$ cat src/rtl/avmm_reg_responder.sv
// avmm_reg_responder
//   Avalon-MM responder terminating the power-sequencer command stream.
//   Slots 0..P_NUMREGS-2 are R/W control registers and slot P_NUMREGS-1
//   mirrors STATUS_IN (read-only). Every transfer is stretched by
//   P_WAITCYCLES wait states. After that comes a single-cycle acknowledge.
//
// Ports
//   CLOCK, RESET_N         clock, async active-low reset
//   AVS_S0_READ/WRITE      command strobes, held by the master until acked
//   AVS_S0_ADDRESS         word address
//   AVS_S0_WRITEDATA       write data
//   AVS_S0_READDATA        read data, non-zero only in the ack cycle
//   AVS_S0_WAITREQUEST     low for exactly the ack cycle
//   STATUS_IN              registered into the top slot every cycle
//   REG_OUT                all slots flattened, slot k at [k*P_DATASIZE +: P_DATASIZE]
//   PROTO_ERR              sticky: withdrawn request or READ&WRITE together
module avmm_reg_responder #(
  parameter int P_ADDRSIZE   = 8,
  parameter int P_DATASIZE   = 32,
  parameter int P_NUMREGS    = 16,
  parameter int P_WAITCYCLES = 2
) (
  input  logic                            CLOCK,
  input  logic                            RESET_N,
  input  logic                            AVS_S0_READ,
  input  logic                            AVS_S0_WRITE,
  input  logic [P_ADDRSIZE-1:0]           AVS_S0_ADDRESS,
  input  logic [P_DATASIZE-1:0]           AVS_S0_WRITEDATA,
  output logic [P_DATASIZE-1:0]           AVS_S0_READDATA,
  output logic                            AVS_S0_WAITREQUEST,
  input  logic [P_DATASIZE-1:0]           STATUS_IN,
  output logic [P_NUMREGS*P_DATASIZE-1:0] REG_OUT,
  output logic                            PROTO_ERR
);

  localparam int                CNT_W     = (P_WAITCYCLES > 0) ? $clog2(P_WAITCYCLES + 1) : 1;
  localparam logic [CNT_W-1:0]  WAIT_LOAD = CNT_W'(P_WAITCYCLES);
  localparam int                STAT_SLOT = P_NUMREGS - 1;

  typedef enum logic [1:0] {ST_IDLE, ST_WAIT, ST_ACK} state_t;

  // Command captured in ST_IDLE; the bus is not re-sampled afterwards
  // except to detect a withdrawn request.
  typedef struct packed {
    logic                  wr;
    logic [P_ADDRSIZE-1:0] addr;
    logic [P_DATASIZE-1:0] data;
  } req_t;

  state_t                               state, state_nxt;
  req_t                                 req;
  logic [CNT_W-1:0]                     cnt;
  logic                                 proto_err_q;
  logic [P_NUMREGS-1:0][P_DATASIZE-1:0] regs;
  logic                                 req_vld;
  logic                                 wr_ack;

  assign req_vld = AVS_S0_READ | AVS_S0_WRITE;
  assign wr_ack  = (state == ST_ACK) && req.wr;

  // ---------------- FSM: state register ----------------
  always_ff @(posedge CLOCK or negedge RESET_N) begin
    if (!RESET_N) state <= ST_IDLE;
    else          state <= state_nxt;
  end

  // ---------------- FSM: next state ----------------
  always_comb begin
    state_nxt = state;
    case (state)
      ST_IDLE: if (req_vld) state_nxt = (P_WAITCYCLES > 0) ? ST_WAIT : ST_ACK;
      // Withdrawal wins over the final countdown step.
      ST_WAIT: begin
        if (!req_vld)                 state_nxt = ST_IDLE;
        else if (cnt == CNT_W'(1))    state_nxt = ST_ACK;
      end
      ST_ACK:  state_nxt = ST_IDLE;
      default: state_nxt = ST_IDLE;
    endcase
  end

  // ---------------- FSM: outputs ----------------
  // Read data is muxed purely from registers (state, latched address,
  // slot contents), so no bus input reaches READDATA combinationally.
  // Out-of-range addresses match no slot and read back 0.
  always_comb begin
    AVS_S0_WAITREQUEST = 1'b1;
    AVS_S0_READDATA    = '0;
    if (state == ST_ACK) begin
      AVS_S0_WAITREQUEST = 1'b0;
      if (!req.wr) begin
        for (int k = 0; k < P_NUMREGS; k++)
          if (req.addr == P_ADDRSIZE'(k)) AVS_S0_READDATA = regs[k];
      end
    end
  end

  // ---------------- request latch, wait counter, error flag ----------------
  // The counter only loads in ST_IDLE, so it never wraps.
  always_ff @(posedge CLOCK or negedge RESET_N) begin
    if (!RESET_N) begin
      req         <= '0;
      cnt         <= '0;
      proto_err_q <= 1'b0;
    end else begin
      case (state)
        ST_IDLE: if (req_vld) begin
          // READ+WRITE together is executed as a write.
          req <= '{wr: AVS_S0_WRITE, addr: AVS_S0_ADDRESS, data: AVS_S0_WRITEDATA};
          cnt <= WAIT_LOAD;
          if (AVS_S0_READ && AVS_S0_WRITE) proto_err_q <= 1'b1;
        end
        ST_WAIT: begin
          cnt <= cnt - CNT_W'(1);
          if (!req_vld) proto_err_q <= 1'b1;
        end
        default: ;
      endcase
    end
  end

  // ---------------- register bank ----------------
  // Writes land on the edge that ends the ack cycle. The status slot
  // ignores writes and follows STATUS_IN one cycle late.
  always_ff @(posedge CLOCK or negedge RESET_N) begin
    if (!RESET_N) begin
      regs <= '0;
    end else begin
      for (int k = 0; k < STAT_SLOT; k++)
        if (wr_ack && req.addr == P_ADDRSIZE'(k)) regs[k] <= req.data;
      regs[STAT_SLOT] <= STATUS_IN;
    end
  end

  assign REG_OUT   = regs;
  assign PROTO_ERR = proto_err_q;

endmodule

$ cat config.mk
export PLATFORM = sky130hd
export DESIGN_NAME = avmm_reg_responder
export DESIGN_NICKNAME = d
export VERILOG_FILES = /design/src/rtl/avmm_reg_responder.sv
export SDC_FILE = /design/constraint.sdc
export NUM_CORES = 1
export LEC_CHECK = 0
export ABC_AREA = 1
export BUFFER_PORTS_ARGS = -buffer_cell sky130_fd_sc_hd__buf_2
export CORE_AREA = 3 3 238 240
export CTS_CLUSTER_SIZE = 24
export DETAILED_ROUTE_END_ITERATION = 10
export DIE_AREA = 0 0 241 243
export GPL_TIMING_DRIVEN = 0
export PLACE_DENSITY = 0.68
export SETUP_SLACK_MARGIN = 0.3
export SYNTH_ARGS = -nofsm -noshare
export SYNTH_HDL_FRONTEND = slang
export SYNTH_SLANG_ARGS = --single-unit
$ cat constraint.sdc
create_clock -name CLOCK -period 3.35 [get_ports CLOCK]
set_input_delay 0.5025 -clock CLOCK [delete_from_list [all_inputs] [get_ports CLOCK]]
set_output_delay 0.5025 -clock CLOCK [all_outputs]
set_load 0.01 [all_outputs]
==> summary.md <==
| Metric | Value |
|---|---|
| Outcome | finished with violations |
| Failing checks | setup timing |
| Worst EP arrival | 3110 ps |
| PwrDens | approximately 560 nW/um^2 |
| Setup violations, final | 32 |
| Post-synth top area share | 58.7% |
| RSZ-0062 raised after global routing | true |
| Die width | about 240 um |
| Least-Margin Pin Slew | ~1000 ps |
| Die area | ~59000 sq um |
| First-pass GRT wire length | between 150000 and 200000 um |
| Leak | roughly 16 nW |
| CP startpoint kind | flop |
| CP Depth | 16 |
| Root Buffer Master | clkbuf_16 |
| Hold Vio Cnt, Final | 0 |
| Count of cell types in the netlist | 28 |
| Crit-path slowest cell | dfrtp_1 |
| Vias in the first global route | roughly 23000 |
| Worst setup margin | -258 ps |
| Synth Net Count | between 2000 and 3000 |
| Clk_skew | 16.6 ps |
| Seq/Total Area, Yosys | about three fifths |
| Post-Synthesis Cells | approximately 2900 |
| Most frequent cells in the layout | 874 x nand2_1, 622 x buf_2, 556 x dfrtp_1 |
| GRT Total Usage | around a third |
| Area of the mapped netlist | 23800 sq um |
| Routed wire per std cell | around 24 um |
| Final period utilization | 108% |
| Crit-path cells | nor2_4, nand2_4, buf_12, buf_12, nor3_4, buf_6, buf_6, nand2_2, nand4_1, nor2_2, nand4_1, nor2_2, nand3_1, nand2_1, a21oi_2, buf_2 |
| Num ports | a little over 600 |
| ANT nets after route | 0 |
| Fill cells | about 5100 |
| Yosys warnings | 0 |
| Reg2Reg Setup Slack | 550 ps |
| DRT Wirelength | between 100000 and 150000 um |
| Port Buf Inserts | about 620 |
| Row cnt | between 80 and 90 |
| Maximum clock path buffer count | 3 |
| Clk_lat worst skew | ~620 ps |
| Initial DRC count | between 2000 and 3000 |
| Crit path max-delay family | simple AND/OR/NAND/NOR gates |
| Htree depth | 2 |
| Initial Util | 43.4% |
| Die H | 243 um |
| Hold path depth | 2 |
| Biggest area consumer among synthesized cells | dfrtp_1 |
| Average vias per placed instance | ~5.5 |
| Area after DPL | 27900 sq um |
| Clk slew on worst S/H paths | roughly 60 ps |
| CP Data Required Time | between 2000 and 3000 ps |
| Core area | between 50000 and 60000 sq um |
| Total gr overflow | 0 |
| Slew headroom | 34.3% |
| Via Count | roughly 24000 |
| Commonest non-fill, non-tap cell in the layout | nand2_1 |
| DRC Markers | 0 |
| Num CTS Buffers | 60 |
| Post-route insts no fill | 4383 |
| Worst-path fanout max | 6 |
| Worst VDD drop | 0.522 mV |
| # Max-Cap Violations | 0 |
| Fmax | 277 MHz |
| Fin nets | approximately 3700 |
| Gpl congestion | between 0.9 and 1 |
| Inst Count DP | between 4000 and 5000 |
| Critical path buffers and inverters | 5 |
| Crit end category | primary output |
| Syn Area/Cell | approximately 8.3 sq um |
| Final HPWL DP | roughly 79000 um |
| WS Path Type | reg -> out |
| #FFs+latches synth | roughly 560 |
| Design Area, Final | 31700 sq um |
| Share of layout cells above drive strength 1 | 27.2% |
| Synth top area cells | dfrtp_1 59%, nand2_1 15%, o21ai_0 10%, nor2_1 4.0%, inv_1 2.7% |
| Largest net degree at the start of global routing | around 120 |
| Initial antenna violation count | 8 |
| CTS tree | yes |
| Worst min-delay path category | in -> reg |
| R2R cell count | 8 |
| Slew Viols, Final | 0 |
| Crit path largest cell delay | 410 ps |
| First-pass DRT Iterations | 6 |
| Crit path time final | 3610 ps |
| Layout area overhead | 33.1% |
| CTS Sinks | around 560 |
## timing repair
item / 4_1_cts / 5_1_grt
cloned: 2 / 5
buffers inserted: 26 / 21
endpoints found under the setup margin: 332 / 89
pin swaps: 54 / 68
hold endpoints to repair: 85 / 0
hold buffers: 33 / 0
resized for setup: 187 / 140
## per-layer routing
layer / wire (um) / global-route usage, % / vias to the layer above / share of wire [%]
li1: - / - / 10800 / -
met1: 41600 / 46.1 / 11900 / 40
met2: 47800 / 54.2 / 1215 / 46
met3: 10300 / 9.04 / 240 / 9.9
met4: 4390 / 12.7 / 6 / 4.2
met5: 33 / 0 / - / 0.032
## cells in the mapped netlist
master	number
nand2_1	922
buf_2	23
buf_1	3
nor3_2	2
nand4_2	1
a21oi_1	64
nand3_1	58
inv_2	5
mux2_2	5
nor2_2	5
nor3_1	2
inv_1	169
clkbuf_1	156
ha_1	1
or2_0	2
clkinv_1	2
o21ai_1	25
nor2_4	4
dfrtp_1	558
nor2_1	253
a31oi_1	1
nand2_2	2
nand4_1	91
o211ai_1	2
or2_2	6
o21ai_0	488
nor3_4	1
buf_4	3
## state kept, by name, summed over array words and instances (netlist names)
| signal | flops |
|---|---|
| state | 2 |
| req | 41 |
| PROTO_ERR | 1 |
| cnt | 2 |
| REG_OUT | 512 |
## report_power, final
group / switching (mW) / internal (mW) / total, mW
sequential: 0.313 / 7.19 / 7.50
combinational: 2.64 / 0.909 / 3.55
clock: 2.81 / 4.01 / 6.83
total: 5.77 / 12.1 / 17.9
## logic make-up after synthesis
kind of cell / synth area share, %
multiplexers: 0.237
AO/OA/AOI/OAI: 12.2
buffers and inverters: 5.86
AND/OR/NAND/NOR: 23.0
flip-flops: 58.7
adder cells (fa/ha/maj): 0.0526
## per-stage QoR
stage               hold slack (ps)  total power, mW  setup slack (ps)   TNS, ps  util [%]
floorplan                       207             9.00               990         0         -
global placement                463             10.6            -10030  -5540650      50.6
detailed placement              459             10.6              -216     -2570      50.9
CTS                            86.8             17.7              -251     -4580      56.5
global route                    112             18.5              -342     -8500      57.7
finish                          106             17.9              -258     -5280      57.7
## path summary, 6_finish.rpt
kind	from	endpoint
max	req[38]	AVS_S0_READDATA[28]
min	AVS_S0_ADDRESS[6]	req[38]
max reg2reg	state[0]	REG_OUT[244]
min reg2reg	PROTO_ERR	PROTO_ERR
max in group asynchronous	RESET_N	REG_OUT[509]
min in group asynchronous	RESET_N	REG_OUT[73]
## layout make-up
class,instances,area (sq um),area share [%]
diodes,4,10.0,0.0316
plain buffers,185,1000,3.16
clock buffers,90,1780,5.61
clock inverters,18,215,0.679
inverters,176,698,2.20
multi-input cells,1935,8940,28.2
flip-flops and latches,558,14000,44.1
well taps,704,881,2.78
repair buffers,713,4180,13.2
Power figures use the tool's default switching activity.
